$ cat config.mk
export PLATFORM = sky130hd
export DESIGN_NAME = regfile_wr_arbiter_flat
export DESIGN_NICKNAME = d
export VERILOG_FILES = /design/src/rtl/regfile_wr_arbiter_pkg.sv /design/src/rtl/regfile_wr_arbiter_if.sv /design/src/rtl/regfile_wr_arbiter_rr_pick.sv /design/src/rtl/regfile_wr_arbiter.sv /design/src/flat_wrapper.sv
export SDC_FILE = /design/constraint.sdc
export NUM_CORES = 1
export LEC_CHECK = 0
export CAP_MARGIN = 25
export CORE_MARGIN = 10
export CORE_UTILIZATION = 45
export CTS_CLUSTER_DIAMETER = 200
export DETAILED_ROUTE_END_ITERATION = 8
export GPL_TIMING_DRIVEN = 0
export PLACE_DENSITY_LB_ADDON = 0.1
export SKIP_LAST_GASP = 1
export SYNTH_ARGS = -nofsm -noshare
export SYNTH_HDL_FRONTEND = slang
export SYNTH_HIERARCHICAL = 1
export SYNTH_SLANG_ARGS = --single-unit
export TNS_END_PERCENT = 10
$ cat constraint.sdc
create_clock -name clk -period 4.5 [get_ports clk]
set_input_delay 0.9 -clock clk [delete_from_list [all_inputs] [get_ports clk]]
set_output_delay 0.9 -clock clk [all_outputs]
set_load 0.01 [all_outputs]
$ cat src/rtl/regfile_wr_arbiter_pkg.sv
// Shared constants for the register-file write-port arbiter: FSM encoding,
// 8x16 register-file geometry and the default lock budget.
package regfile_wr_arbiter_pkg;

  typedef enum logic {
    ST_IDLE = 1'b0,
    ST_LOCK = 1'b1
  } arb_state_e;

  localparam int RF_AW        = 3;
  localparam int RF_DW        = 16;
  localparam int RF_NREGS     = 8;
  localparam int LOCK_MAX_DEF = 16;

endpackage

$ cat src/rtl/regfile_wr_arbiter_if.sv
// Requester handshake bundle plus the register-file write port.
// master = requester/register-file side, slave = arbiter.
interface regfile_wr_arbiter_if
  import regfile_wr_arbiter_pkg::*;
#(
  parameter int NREQ = 4,
  parameter int DW   = RF_DW,
  parameter int AW   = RF_AW
);

  logic [NREQ-1:0]    req_valid;
  logic [NREQ-1:0]    req_lock;
  logic [AW*NREQ-1:0] req_dr;
  logic [DW*NREQ-1:0] req_data;
  logic [NREQ-1:0]    req_ready;
  logic               regWE;
  logic [AW-1:0]      DR;
  logic [DW-1:0]      Buss;

  modport master (
    output req_valid, req_lock, req_dr, req_data,
    input  req_ready, regWE, DR, Buss
  );

  modport slave (
    input  req_valid, req_lock, req_dr, req_data,
    output req_ready, regWE, DR, Buss
  );

endinterface

$ cat src/rtl/regfile_wr_arbiter_rr_pick.sv
// Combinational masked priority picker: first set request after ptr (wrapping)
// wins; returns one-hot grant, its index and an any-request flag.
module regfile_wr_arbiter_rr_pick #(
  parameter int NREQ = 4
) (
  input  logic [NREQ-1:0]         req,
  input  logic [$clog2(NREQ)-1:0] ptr,
  output logic [NREQ-1:0]         gnt,
  output logic [$clog2(NREQ)-1:0] idx,
  output logic                    any
);

  localparam int IW = $clog2(NREQ);

  int k;

  always_comb begin
    gnt = '0;
    idx = '0;
    any = 1'b0;
    k   = 0;
    for (int i = 1; i <= NREQ; i++) begin
      k = int'(ptr) + i;
      if (k >= NREQ) k = k - NREQ;
      if (!any && req[k]) begin
        any    = 1'b1;
        gnt[k] = 1'b1;
        idx    = IW'(k);
      end
    end
  end

endmodule

$ cat src/rtl/regfile_wr_arbiter.sv
// Arbitrates NREQ requesters onto the register-file write port: 1-cycle registered
// write, no back-pressure; lock with timeout. REGWR_ARB_RR_EN selects round-robin.
module regfile_wr_arbiter
  import regfile_wr_arbiter_pkg::*;
#(
  parameter int NREQ     = 4,
  parameter int DW       = RF_DW,
  parameter int AW       = RF_AW,
  parameter int LOCK_MAX = LOCK_MAX_DEF
) (
  input  logic                    clk,
  input  logic                    reset,
  regfile_wr_arbiter_if.slave     bus,
  output logic [$clog2(NREQ)-1:0] owner,
  output logic                    locked,
  output logic                    lock_timeout
);

  localparam int IW = $clog2(NREQ);
  localparam int CW = $clog2(LOCK_MAX + 1);

  arb_state_e     state_q, state_d;
  logic [IW-1:0]  owner_q, owner_d;
  logic [CW-1:0]  cnt_q, cnt_d;
  logic           regwe_q, regwe_d;
  logic [AW-1:0]  dr_q, dr_d;
  logic [DW-1:0]  buss_q, buss_d;
  logic           lock_timeout_q, lock_timeout_d;

  logic [NREQ-1:0] pick_gnt, gnt;
  logic [IW-1:0]   pick_idx, pick_ptr, sel_idx;
  logic            pick_any, xfer;

`ifdef REGWR_ARB_RR_EN
  logic [IW-1:0] ptr_q, ptr_d;
  assign pick_ptr = ptr_q;
`else
  assign pick_ptr = IW'(NREQ - 1);
`endif

  regfile_wr_arbiter_rr_pick #(.NREQ(NREQ)) u_pick (
    .req (bus.req_valid),
    .ptr (pick_ptr),
    .gnt (pick_gnt),
    .idx (pick_idx),
    .any (pick_any)
  );

  always_comb begin
    state_d        = state_q;
    owner_d        = owner_q;
    cnt_d          = cnt_q;
    lock_timeout_d = 1'b0;
    gnt            = '0;
    sel_idx        = pick_idx;
`ifdef REGWR_ARB_RR_EN
    ptr_d          = ptr_q;
`endif
    case (state_q)
      ST_IDLE: begin
        gnt = pick_gnt;
        if (pick_any) begin
`ifdef REGWR_ARB_RR_EN
          ptr_d = pick_idx;
`endif
          if (bus.req_lock[pick_idx]) begin
            state_d = ST_LOCK;
            owner_d = pick_idx;
            cnt_d   = CW'(1);
          end
        end
      end
      default: begin
        // Owner keeps the port even with others waiting; the cycle's grant
        // always completes before the lock is dropped or forced off.
        sel_idx      = owner_q;
        gnt[owner_q] = bus.req_valid[owner_q];
        cnt_d        = cnt_q + CW'(1);
        if (!bus.req_lock[owner_q]) begin
          state_d = ST_IDLE;
          cnt_d   = '0;
        end else if (cnt_q == CW'(LOCK_MAX)) begin
          state_d        = ST_IDLE;
          cnt_d          = '0;
          lock_timeout_d = 1'b1;
`ifdef REGWR_ARB_RR_EN
          ptr_d          = owner_q;
`endif
        end
      end
    endcase

    xfer    = |gnt;
    regwe_d = xfer;
    dr_d    = xfer ? bus.req_dr[AW*sel_idx +: AW]   : dr_q;
    buss_d  = xfer ? bus.req_data[DW*sel_idx +: DW] : buss_q;
  end

  always_ff @(posedge clk) begin
    if (!reset) begin
      state_q        <= ST_IDLE;
      owner_q        <= '0;
      cnt_q          <= '0;
      regwe_q        <= 1'b0;
      dr_q           <= '0;
      buss_q         <= '0;
      lock_timeout_q <= 1'b0;
`ifdef REGWR_ARB_RR_EN
      ptr_q          <= IW'(NREQ - 1);
`endif
    end else begin
      state_q        <= state_d;
      owner_q        <= owner_d;
      cnt_q          <= cnt_d;
      regwe_q        <= regwe_d;
      dr_q           <= dr_d;
      buss_q         <= buss_d;
      lock_timeout_q <= lock_timeout_d;
`ifdef REGWR_ARB_RR_EN
      ptr_q          <= ptr_d;
`endif
    end
  end

  assign bus.req_ready = reset ? gnt : '0;
  assign bus.regWE     = regwe_q;
  assign bus.DR        = dr_q;
  assign bus.Buss      = buss_q;
  assign owner         = owner_q;
  assign locked        = (state_q == ST_LOCK);
  assign lock_timeout  = lock_timeout_q;

endmodule
$ cat src/flat_wrapper.sv
// flat-port wrapper written by rule: the top's interface ports become plain ports
module regfile_wr_arbiter_flat import regfile_wr_arbiter_pkg::*;
#(
  parameter int NREQ     = 4,
  parameter int DW       = RF_DW,
  parameter int AW       = RF_AW,
  parameter int LOCK_MAX = LOCK_MAX_DEF
)
  (clk, reset, owner, locked, lock_timeout, bus_req_valid, bus_req_lock, bus_req_dr, bus_req_data, bus_req_ready, bus_regWE, bus_DR, bus_Buss);
  regfile_wr_arbiter_if #(.NREQ(NREQ), .DW(DW), .AW(AW)) bus_i ();
  input  logic clk;
  input  logic reset;
  output logic [$clog2(NREQ)-1:0] owner;
  output logic locked;
  output logic lock_timeout;
  input wire logic [$bits(bus_i.req_valid)-1:0] bus_req_valid;
  input wire logic [$bits(bus_i.req_lock)-1:0] bus_req_lock;
  input wire logic [$bits(bus_i.req_dr)-1:0] bus_req_dr;
  input wire logic [$bits(bus_i.req_data)-1:0] bus_req_data;
  output wire logic [$bits(bus_i.req_ready)-1:0] bus_req_ready;
  output wire logic [$bits(bus_i.regWE)-1:0] bus_regWE;
  output wire logic [$bits(bus_i.DR)-1:0] bus_DR;
  output wire logic [$bits(bus_i.Buss)-1:0] bus_Buss;
  assign bus_i.req_valid = bus_req_valid;
  assign bus_i.req_lock = bus_req_lock;
  assign bus_i.req_dr = bus_req_dr;
  assign bus_i.req_data = bus_req_data;
  assign bus_req_ready = bus_i.req_ready;
  assign bus_regWE = bus_i.regWE;
  assign bus_DR = bus_i.DR;
  assign bus_Buss = bus_i.Buss;
  regfile_wr_arbiter #(.NREQ(NREQ), .DW(DW), .AW(AW), .LOCK_MAX(LOCK_MAX)) u_core (.clk(clk), .reset(reset), .bus(bus_i), .owner(owner), .locked(locked), .lock_timeout(lock_timeout));
endmodule
=== Word level (Yosys, flattened, before mapping) ===
Cells that the tools add are included.

* Register bits: 29
* ROM bits: 0
* Output and inout bits: 28
* Logic and storage cells: 63
* Latch bits: 0
* Memories kept: 0
* Input bits: 86
* Memory bits (writable): 0

* Shift-type cells: 2
* Divide/modulo/power cells: 0
* Bitwise gates (word level): 2
* Equal/unequal tests: 1
* Order comparisons: 3
* $add $sub $neg: 1
* Reductions and logical operators: 13
* Multipliers: 1
* Multiplexer cells: 33

{| class="wikitable"
|+ Operators by type and width
! operator !! count
|-
| indexed part select 64 x 7 -> 16 bit || 1
|-
| two-way mux 5 bit || 5
|-
| two-way mux 1 bit || 16
|-
| two-way mux 4 bit || 3
|-
| indexed part select 12 x 5 -> 3 bit || 1
|-
| two-way mux 2 bit || 4
|-
| binary-select mux 1 bit (select 2 bit) || 3
|-
| less-than comparator 2 x 3 -> 1 bit, second input constant || 2
|-
| AND reduction 3 bit || 2
|-
| adder 5 x 1 -> 5 bit, second input constant || 1
|-
| equality test 5 bit, second input constant || 1
|-
| AND 4 bit || 1
|-
| logical AND 1 bit || 4
|-
| multiplier 2 x 2 -> 4 bit, first input constant || 1
|-
| nonzero test 2 bit || 2
|-
| OR reduction 4 bit || 1
|-
| zero test 1 bit || 3
|-
| two-way mux 3 bit || 1
|-
| demux 1 bit (select 2 bit) || 1
|-
| >= comparator 2 x 1 -> 1 bit, second input constant || 1
|-
| AND reduction 2 bit || 1
|-
| NOT 1 bit || 1
|}

=== Logic depth before layout (Yosys ltp) ===
* Depth in word-level cells: 15
* Depth in mapped cells: 14
* Mapped depth without buffers: 10

=== Hierarchy ===
The synthesis kept the hierarchy.

{| class="wikitable"
|+ Modules (own cells, without submodules)
! module !! area an instance (µm²) !! instances !! cells each !! sequential area each (µm²)
|-
| regfile_wr_arbiter || 1747.9 || 1 || 137 || 580.6
|-
| regfile_wr_arbiter_rr_pick || 636.9 || 1 || 80 || 0.0
|}

=== Worst setup path before layout ===
Ideal clock, no wire load.

* Kind: input -> output
* From: in bus_req_valid[0]
* To: out bus_req_ready[3]
* Data arrival time: 2626 ps
* Required time: 3600 ps
* Cell stages on the path: 7
* Path slack: 974 ps
* Path buffers: 1
* Path through: clkbuf_2 -> mux4_2 -> or2_1 -> nor3b_1 -> o2bb2ai_1 -> nand2_1 -> a21oi_1

* Cells in the longest elaborated chain, start to end: 12
* Elaborated cells between the ends (all ways): 15
* Those cells by class: mux: 8; bitwise: 1; reduce/logical: 6

{| class="wikitable"
|+ RTL lines
! item !! RTL line !! text
|-
| start: declaration || flat_wrapper.sv:16 || <nowiki>input wire logic [$bits(bus_i.req_valid)-1:0] bus_req_valid;</nowiki>
|-
| two-way mux 1 bit (*) || regfile_wr_arbiter_rr_pick.sv:25 || <nowiki>if (!any && req[k]) begin</nowiki>
|-
| zero test 1 bit || regfile_wr_arbiter_rr_pick.sv:25 ||
|-
| logical AND 1 bit || regfile_wr_arbiter_rr_pick.sv:25 ||
|-
| two-way mux 1 bit (*) || regfile_wr_arbiter_rr_pick.sv:25 ||
|-
| zero test 1 bit || regfile_wr_arbiter_rr_pick.sv:25 ||
|-
| logical AND 1 bit || regfile_wr_arbiter_rr_pick.sv:25 ||
|-
| two-way mux 1 bit (*) || regfile_wr_arbiter_rr_pick.sv:25 ||
|-
| zero test 1 bit (*) || regfile_wr_arbiter_rr_pick.sv:25 ||
|-
| logical AND 1 bit (*) || regfile_wr_arbiter_rr_pick.sv:25 ||
|-
| two-way mux 4 bit (*) || regfile_wr_arbiter_rr_pick.sv:25 ||
|-
| net u_core.pick_gnt[3] || regfile_wr_arbiter.sv:30 || <nowiki>logic [NREQ-1:0] pick_gnt, gnt;</nowiki>
|-
| two-way mux 4 bit (*) || regfile_wr_arbiter.sv:59 || <nowiki>case (state_q)</nowiki>
|-
| two-way mux 4 bit (*) || regfile_wr_arbiter.sv:125 || <nowiki>assign bus.req_ready = reset ? gnt : '0;</nowiki>
|-
| end: declaration || flat_wrapper.sv:20 || <nowiki>output wire logic [$bits(bus_i.req_ready)-1:0] bus_req_ready;</nowiki>
|}

Mark *: on every way through the listed nets, which the timed path passes. The rest lies on a longest branch. The select of a mux whose other input is x is not followed.

=== Final worst setup path ===
* From: in bus_req_valid[0]
* To: out bus_req_ready[1]

* Cells in the longest elaborated chain, start to end: 8
* Elaborated cells between the ends (all ways): 11
* Those cells by class: mux: 8; bitwise: 1; reduce/logical: 2

{| class="wikitable"
|+ RTL lines
! item !! RTL line
|-
| two-way mux 1 bit || regfile_wr_arbiter_rr_pick.sv:25
|-
| zero test 1 bit || regfile_wr_arbiter_rr_pick.sv:25
|-
| logical AND 1 bit || regfile_wr_arbiter_rr_pick.sv:25
|-
| two-way mux 2 bit || regfile_wr_arbiter_rr_pick.sv:25
|-
| two-way mux 3 bit || regfile_wr_arbiter_rr_pick.sv:25
|-
| two-way mux 4 bit || regfile_wr_arbiter_rr_pick.sv:25
|-
| net u_core.pick_gnt[1] || regfile_wr_arbiter.sv:30
|-
| two-way mux 4 bit || regfile_wr_arbiter.sv:59
|-
| two-way mux 4 bit || regfile_wr_arbiter.sv:125
|}

The timed path passes the listed nets, and every way through them passes these cells. The select of a mux whose other input is x is not followed.

==> results_dict.tcl <==
set metrics [dict create \
    core_um2 5110 \
    root_buffer "clkbuf_8" \
    end_kind "primary output" \
    clk_latency_ps 270 \
    cp-start-kind "primary input" \
    routed_via_density 5.60 \
    seq_area_frac_synth 0.243 \
    fin_worst_skew_ps 9.30 \
    yosys-top-cells-count "29 x dfxtp_1, 19 x a22o_1, 16 x mux4_2, 16 x nand2_1" \
    placed_area_um2 3640 \
    critical_path.max_fanout 9 \
    drive_gt1_frac 0.120 \
    wl_per_cell_um 18.3 \
    slew_headroom 0.495 \
    cts_sinks 29 \
    gpl.final_weighted_congestion 0.794 \
    yosysMostFrequentCell "dfxtp_1" \
    drt-initial-drc-count 176 \
    yosysTopAreaCellShare 0.243 \
    synth.ff_latch_count 29 \
    p_leak_nw 1.49 \
    overflow 0 \
    syn-cell-area_um2 2380 \
    hold_viol_final 0 \
    min_period_ps 4200 \
    synth.area.top_cells "dfxtp_1 24%, mux4_2 15%, mux4_1 11%, a22o_1 7.0%, ha_1 5.2%" \
    fin_tns_setup_ps 0 \
    cts_tree "yes" \
    drv_cap 0 \
    tightestPinTransition_ps 742 \
    startpoint "bus_req_valid[0]" \
    synthCells 217 \
    cts_buffer_depth 2 \
    syn_to_final_growth_pct 57.2 \
    num_io_pins 114 \
    grtUsageMet3 0.0533 \
    row_count 26 \
    worstHoldPathType "flip-flop to flip-flop" \
    powerDensity_nw_per_um2 307 \
    n_fill_cell 385 \
    track_usage 0.170 \
    synth_cell_types 48 \
    holdCritStartpoint "u_core/bus.Buss[6]" \
    period_share 0.934 \
    final_nets 444 \
    place.port_buffers 113 \
    layout_setup_ws_ps 297 \
    yosysWarnings 6 \
    grt_busiest_layer "met2" \
    postLayoutCellArea_um2 3750 \
    numCtsBuffers 5 \
    dieHeight_um 92.8 \
    num_antenna_cells 0 \
    drtPass1Iterations 4 \
    chipWidth_um 92.8 \
    outcome "complete, no violations" \
    required_ps 3600 \
    synth-edff-count 0 \
    dp_hpwl_mm 6.31 \
    path_clk_slew_ps 60 \
    synth_flop_cell "dfxtp_1" \
    path_class "primary input to primary output" \
    drcViolationCount 0 \
    rsz0062_at_grt "no" \
    max_clock_freq_mhz 238 \
    synth_area_leader_cell "dfxtp_1" \
    syn_avg_cell_area_um2 11.0 \
    grt.met1_usage 0.195 \
    htree_levels 2 \
    ys_async_sr_fraction 0 \
    cts-hold-fix-buffers 0 \
    postRouteAntennaNets 0 \
    finalWirelength_mm 7.65 \
    antenna_found_initial 0 \
    crit_arrival_ps 3300 \
    setup_violations 0 \
    grt_pass1_vias 2376 \
    vdd_ir_drop_max_uv 173 \
    start_util 0.467 \
    grt_max_degree 12 \
    grt_use_met2 0.295 \
    die-area_um2 8610 \
    vias 2345 \
    crit-reg2reg-launch "u_core/locked" \
    pre_cts_ws_ps -275 \
    final_max_slew_viol_count 0 \
    grt_pass1_wl_mm 11.9 \
]
[report_power, final]
part	switching, mW	internal (mW)
logic	0.251	0.359
registers	0.0292	0.312
clock network	0.0937	0.107
[stage by stage]
step	std cells	power, mW	util	hold WS (ps)
5_1_grt	419	1.22	0.734	488
3_5_place_dp	409	0.947	0.712	460
6_report	419	1.15	0.734	482
2_1_floorplan	226	0.691	-	473
4_1_cts	418	1.16	0.732	483
3_3_place_gp	409	0.936	0.712	457
[metal layers]
metal / part of all wire / wire, µm / vias up
li1: - / - / 1120
met1: 0.39 / 3010 / 1133
met2: 0.52 / 3990 / 86
met3: 0.073 / 559 / 6
met4: 0.012 / 89 / 0
met5: 0 / 0 / -
[critical path, cell delays in order]
cell and delay (ps):
clkdlybuf4s50_1 450, clkbuf_2 190, mux4_2 480, buf_4 180, nor2b_1 130, o2bb2ai_1 170
nand2_1 80, a21oi_1 160, clkdlybuf4s50_1 570
[cell families (layout without fill, tap and decap cells)]
kind of cell    Yosys count  in the layout  share of synthesized area
xor+xnor                  1              1                    0.00367
other cells               1             10                    0.00157
compound gates           58             58                      0.179
buf+inv                  24            147                     0.0724
fa+ha+maj                10             10                     0.0525
mux                      36             36                      0.311
flops                    29             29                      0.243
simple gates             58             58                      0.136
[flip-flops by register name, indices dropped and copies added, names as in the netlist]
| signal | count |
|---|---|
| u_core/locked | 1 |
| u_core/bus.regWE | 1 |
| u_core/bus.DR | 3 |
| u_core/bus.Buss | 16 |
| u_core/lock_timeout | 1 |
| u_core/cnt_q | 5 |
| u_core/owner | 2 |
[final timing paths]
path                            slack (ps)             endpoint  cells past startpoint
worst max-delay path                   300     bus_req_ready[1]                      9
worst min-delay path                   480   u_core/bus.Buss[6]                      1
worst max register to register        2390  u_core/bus.Buss[11]                      5
worst min register to register         480   u_core/bus.Buss[6]                      1
[placed cells by master, fill, tap and decap left out, drive strengths merged, types with 2 or more instances in the layout]
cell / netlist / final
o21a: 2 / 2
and2: 2 / 2
clkdlybuf4s50: 0 / 112
and3: 2 / 2
inv: 8 / 8
o22ai: 10 / 10
mux4: 26 / 26
nand4b: 3 / 3
buf: 7 / 9
nor2: 6 / 6
nand4: 3 / 3
nand2: 16 / 16
clkbuf: 9 / 15
nand3: 5 / 5
o21ai: 3 / 3
clkinv: 0 / 2
mux2i: 9 / 9
a211oi: 4 / 4
a22o: 19 / 19
a21oi: 9 / 9
nand3b: 2 / 2
o2bb2ai: 4 / 4
dfxtp: 29 / 29
nor2b: 4 / 4
nor3b: 2 / 2
nand2b: 7 / 7
conb: 1 / 10
ha: 10 / 10
[area by class of cell]
class	instances	area (µm²)	share of cell area
Buffer	16	143	0.0381
Clock buffer	6	72.6	0.0194
Clock inverter	2	10.0	0.00267
Inverter	8	30.0	0.00801
Multi-Input combinational cell	173	1680	0.447
Sequential cell	29	581	0.155
Tap cell	70	87.6	0.0234
Timing Repair Buffer	115	1150	0.306
[timing repair]
action	CTS	global route
gates resized for setup	2	1
buffers inserted	1	1
endpoints found under the setup margin	1	1
pin swaps	0	1
(Power assumes the default switching activity.)
